**src/rtl/grant_arbiter16.sv**
```systemverilog
// Sixteen-way round-robin grant arbiter with a hold-time limit.
// A grant is held until done, until its own request drops, or until MAX_HOLD cycles have elapsed.
module grant_arbiter16 #(
    parameter int unsigned MAX_HOLD = 16
) (
    input  logic        clk,
    input  logic        rst,
    input  logic [15:0] req,
    input  logic        done,
    output logic [3:0]  grant_idx,
    output logic        grant_valid,
    output logic        timeout
);

    typedef enum logic {
        IDLE  = 1'b0,
        GRANT = 1'b1
    } state_t;

    localparam logic [7:0] HOLD_LAST = 8'(MAX_HOLD - 1);

    state_t      state_q, state_d;
    logic [3:0]  ptr_q, ptr_d;
    logic [3:0]  grant_idx_q, grant_idx_d;
    logic        grant_valid_q, grant_valid_d;
    logic        timeout_q, timeout_d;
    logic [7:0]  hold_cnt_q, hold_cnt_d;

    logic [4:0]  pick_s;
    logic        hold_limit_s;
    logic        req_drop_s;

    // Returns {found, index} of the first set request, searching upward from p.
    function automatic logic [4:0] rr_pick(input logic [15:0] r, input logic [3:0] p);
        logic       found;
        logic [3:0] idx;
        logic [3:0] k;
        found = 1'b0;
        idx   = 4'd0;
        for (int i = 0; i < 16; i++) begin
            k = p + 4'(i);
            if (!found && r[k]) begin
                found = 1'b1;
                idx   = k;
            end
        end
        return {found, idx};
    endfunction

    assign pick_s       = rr_pick(req, ptr_q);
    assign hold_limit_s = (hold_cnt_q == HOLD_LAST);
    assign req_drop_s   = ~req[grant_idx_q];

    // Next-state logic for the arbitration FSM and its registered outputs.
    always_comb begin
        state_d       = state_q;
        ptr_d         = ptr_q;
        grant_idx_d   = grant_idx_q;
        grant_valid_d = grant_valid_q;
        hold_cnt_d    = hold_cnt_q;
        timeout_d     = 1'b0;
        case (state_q)
            IDLE: begin
                if (pick_s[4]) begin
                    grant_idx_d   = pick_s[3:0];
                    grant_valid_d = 1'b1;
                    hold_cnt_d    = 8'd0;
                    state_d       = GRANT;
                end else begin
                    grant_valid_d = 1'b0;
                end
            end
            GRANT: begin
                if (done || req_drop_s || hold_limit_s) begin
                    grant_valid_d = 1'b0;
                    ptr_d         = grant_idx_q + 4'd1;
                    state_d       = IDLE;
                    // Only a pure hold-limit expiry counts as a forced revoke.
                    timeout_d     = hold_limit_s && !done && !req_drop_s;
                end else if (hold_cnt_q != 8'hFF) begin
                    hold_cnt_d = hold_cnt_q + 8'd1;
                end else begin
                    hold_cnt_d = hold_cnt_q;
                end
            end
            default: begin
                state_d       = IDLE;
                grant_valid_d = 1'b0;
            end
        endcase
    end

    // State and output registers; reset clears everything asynchronously.
    always_ff @(posedge clk or posedge rst) begin
        if (rst) begin
            state_q       <= IDLE;
            ptr_q         <= 4'd0;
            grant_idx_q   <= 4'd0;
            grant_valid_q <= 1'b0;
            timeout_q     <= 1'b0;
            hold_cnt_q    <= 8'd0;
        end else begin
            state_q       <= state_d;
            ptr_q         <= ptr_d;
            grant_idx_q   <= grant_idx_d;
            grant_valid_q <= grant_valid_d;
            timeout_q     <= timeout_d;
            hold_cnt_q    <= hold_cnt_d;
        end
    end

    assign grant_idx   = grant_idx_q;
    assign grant_valid = grant_valid_q;
    assign timeout     = timeout_q;

endmodule

```
**config.mk**
```make
export PLATFORM = sky130hd
export DESIGN_NAME = grant_arbiter16
export DESIGN_NICKNAME = d
export VERILOG_FILES = /design/src/rtl/grant_arbiter16.sv
export SDC_FILE = /design/constraint.sdc
export NUM_CORES = 1
export LEC_CHECK = 0
export BUFFER_PORTS_ARGS = -buffer_cell sky130_fd_sc_hd__buf_2
export CAP_MARGIN = 40
export CORE_AREA = 2 2 81 83
export CTS_CLUSTER_SIZE = 16
export DETAILED_ROUTE_END_ITERATION = 8
export DIE_AREA = 0 0 83 85
export PLACE_DENSITY = 0.79
export REMOVE_ABC_BUFFERS = 1
export SYNTH_ARGS = -nofsm -noshare
export SYNTH_HDL_FRONTEND = slang
export SYNTH_SLANG_ARGS = --single-unit
```
**constraint.sdc**
```tcl
create_clock -name clk -period 9.1 [get_ports clk]
set_input_delay 0.91 -clock clk [delete_from_list [all_inputs] [get_ports clk]]
set_output_delay 0.91 -clock clk [all_outputs]
set_load 0.01 [all_outputs]
```
### After elaboration in Yosys (flattened, before gate mapping)

Cells that the tools add are included.

* flip-flop bits (word level): 19
* bits in latches: 0
* memory bits (writable): 0
* ROM bits: 0
* input port bits: 19
* output and inout bits: 6
* word-level logic and storage cells: 163
* memories: 0

* $add $sub $neg: 17
* multiply operators: 0
* div/mod/pow operators: 0
* magnitude comparators: 17
* equal/unequal tests: 6
* shifts and indexed selects: 0
* mux-type cells: 77
* bitwise logic cells: 2
* reduce and logical (&&, ||, !) cells: 38

Operators with widths (number)
* $lt 4x5->1 const B: 17
* $bmux 1 s4: 17
* $mux 4: 16
* $mux 1: 38
* $add 4x4->4 const B: 8
* $mux 8: 3
* $logic_and 1x1->1: 17
* $add 4x3->4 const B: 4
* $logic_not 1->1: 16
* $pmux 8 s2: 1
* $add 4x1->4 const B: 2
* $add 4x2->4 const B: 2
* $add 8x1->8 const B: 1
* $eq 8x4->1 const B: 1
* $ne 8x8->1 const B: 1
* $ne 2x1->1 const B: 2
* $ne 2x2->1 const B: 2
* $pmux 1 s2: 2
* $reduce_and 2->1: 2
* $reduce_and 3->1: 1
* $logic_or 1x1->1: 2
* $not 1->1: 2

### Depth between registers and ports, before layout

* word-level depth: 50
* mapped depth: 17
* mapped depth without buffers: 11

### Worst setup path after synthesis

OpenSTA, ideal clock, no wires.

* path kind: reg-to-reg
* from: register ptr_q[1]
* to: register grant_idx_q[2], in the netlist grant_idx[2]
* arrival: 4.368 ns
* data required time: 8.977 ns
* setup slack: 4.610 ns
* stages on the path, launching flop included: 18
* path buffers: 6
* clock period less this slack: 4.490 ns
* cells stage by stage: dfrtp_1 -> clkbuf_1 -> clkbuf_1 -> inv_1 -> ha_1 -> buf_2 -> buf_2 -> clkbuf_1 -> mux4_2 -> inv_1 -> mux4_2 -> buf_2 -> nand4_1 -> nor4_4 -> nand2_4 -> o31a_1 -> nor2_1 -> nor3_2

* word-level cells in the longest chain between the ends: 49

RTL lines
* start, declared: RTL line 23 `logic [3:0] ptr_q, ptr_d;`
* start signal, assigned: RTL line 104 `ptr_q <= ptr_d;`
* parallel branches: the longest is 49 deep, another holds $add 4x1->4
* end signal, assigned: RTL line 105 `grant_idx_q <= grant_idx_d;`
* end, declared: RTL line 24 `logic [3:0] grant_idx_q, grant_idx_d;`

Parallel ways; which one is timed is not known. The select of a mux whose other input is x is not followed.
A chain may end at the register's enable or synchronous reset.

### Final worst setup path

* from: register ptr_q[1]
* to: register hold_cnt_q[1]

* word-level cells in the longest chain between the ends: 50

RTL lines
* parallel branches: the longest is 47 deep, another holds $add 4x1->4
* $mux 1 *: RTL line 42 `if (!found && r[k]) begin`
* $ne 2x2->1 (no source line) *
* $reduce_and 3->1 (no source line) *
* end signal, assigned: RTL line 108 `hold_cnt_q <= hold_cnt_d;`
* end, declared: RTL line 27 `logic [7:0] hold_cnt_q, hold_cnt_d;`

Mark *: on every way between the ends. The select of a mux whose other input is x is not followed.

==> qor.txt <==
Status: finished, final reports clean
Max incr delay on CP: 940 ps
Fmax: 202 MHz
TritonCTS clock tree: built
Hold Path Sink: grant_valid
Largest net degree at the start of global routing: 30
Worst Hold Class: reg -> reg
Worst Path Required: 9270 ps
FF+latch count, synth: 19
R2r startpoint: ptr_q[1]
RSZ-0062 raised after global routing: no
Worst R2R Setup Slack: 4140 ps
Netlist cell types: 63
Total gr overflow: 0
Die height: 85 um
Final TNS setup: 0 ps
Post-synth EDFFs: 0
Vias per cell: 7.10
Placer Congestion: 0.961
Cells after synthesis: 367
H-tree Lvls: 1
Met3 Usage GRT: 3.40%
Number of global-route vias before repair: 3058
First-pass GRT wire length: 15900 um
Row cnt: 29
Hold path startpoint: grant_valid
Routed WL: 9600 um
Worst-Margin Slew: 904 ps
WP data arrival: 5130 ps
Final period util: 54.5%
Worst-path clk slew: 70 ps
Worst R2R Path Depth: 12
Number of buffers created by CTS: 3
Final Critical Period: 4960 ps
Post-CTS Setup Inserts: 0
ANT cells: 0
Die Area: 7060 um^2
Synthesized area per cell: 9.00 um^2
Worst r2r dst: hold_cnt_q[1]
Hold slack: 481 ps
CP Launch Type: flop
Setup violations, final: 0
CTS Hold Bufs: 0
P&R area growth vs syn: 6.86%
Sequential area share after synthesis: 14.4%
Element type at the critical path end: flop
Initial antenna violation count: 0
Ys Warns: 0
DRT Pass-1 Iters: 5
Cell Area, Synth: 3300 um^2
Top Ports: 25
Critical path fanouts, max: 23
Gr busiest metal: met2
Grt met2 use: 45.4%
Worst setup path class: reg -> reg
Most used DFF post-synth: dfrtp_1
Fillers: 552
Worst path cell trace: inv_1 -> ha_1 -> buf_16 -> mux2_1 -> mux4_2 -> mux2i_1 -> nand4_2 -> nor4_4 -> nand2_4 -> o31ai_4 -> nand3_1 -> o31ai_1
Root buffer cell: clkbuf_8
Via count: 3264
Final Max Tran Viols: 0
PortBufs: 24
DRT iter0 DRCs: 344
Post_cts resized: 0
Hold Path Depth: 2
Net count reported at finish: 412
Rel. slew slack: 39.8%
Commonest non-fill, non-tap cell in the layout: nor2_1
Max-cap violations: 0
Effective utilization at floorplan: 53.2%
Max clock buf depth: 2
Overall routing resource usage: 27.6%
Hold Vio Cnt, Final: 0
Crit path max-delay cell type: dfrtp_1
Routing usage on met1: 37.8%
Clock Skew: 7.95 ps
Post-DRT Antenna Nets: 0
Latest clock arrival within the worst-skew pair: 260 ps
Avg WL per Cell: 20.9 um
Most frequent cells in the layout: nor2_1 (39), nand2_1 (38), mux4_2 (34)
DP HPWL: 7310 um
Die Wd: 83 um
Synth async-reset ratio: 100%
Core area: 6200 um^2
# DRC: 0
Clock tree sinks: 19
Share of layout cells above drive strength 1: 22.5%
==> synthesized netlist by cell type, types with 4 or more instances <==
cell type,n,share of area [%]
o21ai_0,15,2.3
a31oi_1,4,0.76
clkbuf_1,10,1.1
nor4_1,4,0.76
a211oi_1,5,1.1
xor2_1,7,1.9
and3_1,4,0.76
nand2_1,38,4.3
inv_1,17,1.9
nand3_1,17,2.6
mux2i_1,24,7.3
nor2_1,39,4.4
dfrtp_1,19,14
mux4_2,34,23
nand4_1,5,0.95
ha_1,9,3.4
xnor2_1,11,2.9
mux2_2,8,2.7
nand2b_1,4,0.76
a21oi_1,17,2.6
mux2_1,8,2.7
==> worst max path at each step <==
stage	from	endpoint	slack, ps
finish	ptr_q[1]	hold_cnt_q[1]	4140
global route	ptr_q[1]	grant_idx[1]	3840
CTS	ptr_q[1]	grant_idx[2]	3770
detailed placement	ptr_q[1]	grant_idx[2]	3770
global placement	ptr_q[1]	grant_idx[2]	3960
floorplan	ptr_q[0]	grant_idx[2]	4230
==> metrics by stage <==
step / setup slack, ps / std cells / util (%) / area [um^2]
final: 4140 / 460 / 56.9 / 3530
after global routing: 3840 / 460 / 56.9 / 3530
after floorplan: 4230 / 350 / - / 3210
after global placement: 3960 / 454 / 55.6 / 3450
after CTS: 3770 / 459 / 56.4 / 3500
after detailed placement: 3770 / 455 / 55.7 / 3460
==> worst max-delay path: cells and delay by family (launching register included) <==
kind | cells | cell delay, ps
and+or+nand+nor | 4 | 1070
DFF | 1 | 940
adders and majority gates | 1 | 470
AOI/OAI and AO/OA | 2 | 470
buffers and inverters | 2 | 560
muxes | 3 | 1360
==> layout make-up <==
cell class / count / area [um^2] / area share, %
clock inverter: 1 / 5.00 / 0.142
clock buffer: 3 / 41.3 / 1.17
sequential: 19 / 475 / 13.5
multi-input combinational: 311 / 2660 / 75.3
tap: 77 / 96.3 / 2.73
inverter: 20 / 75.1 / 2.13
timing repair buffer: 29 / 178 / 5.03
==> cells by family (layout without fill, tap and decap cells) <==
group / count (synthesis) / after routing / synth area share, %
adders and majority gates: 9 / 9 / 3.41
buffers and inverters: 37 / 53 / 5.11
and+or+nand+nor: 130 / 130 / 19.1
DFF: 19 / 19 / 14.4
AOI/OAI and AO/OA: 80 / 80 / 17.3
muxes: 74 / 74 / 35.9
xor gates and xnor gates: 18 / 18 / 4.77
==> routing by layer <==
layer	vias up	share of wire [%]
li1	1444	-
met1	1548	40
met2	235	47
met3	37	9.4
met4	0	3.3
met5	-	0
==> flip-flops by register name (all words and copies together) (netlist names) <==
signal and flops:
grant_valid 1, timeout 1, hold_cnt_q 8, state_q 1, grant_idx 4, ptr_q 4
Power is not shown: default switching activity piles up to over one toggle a cycle in this logic, so the estimate is an artifact.
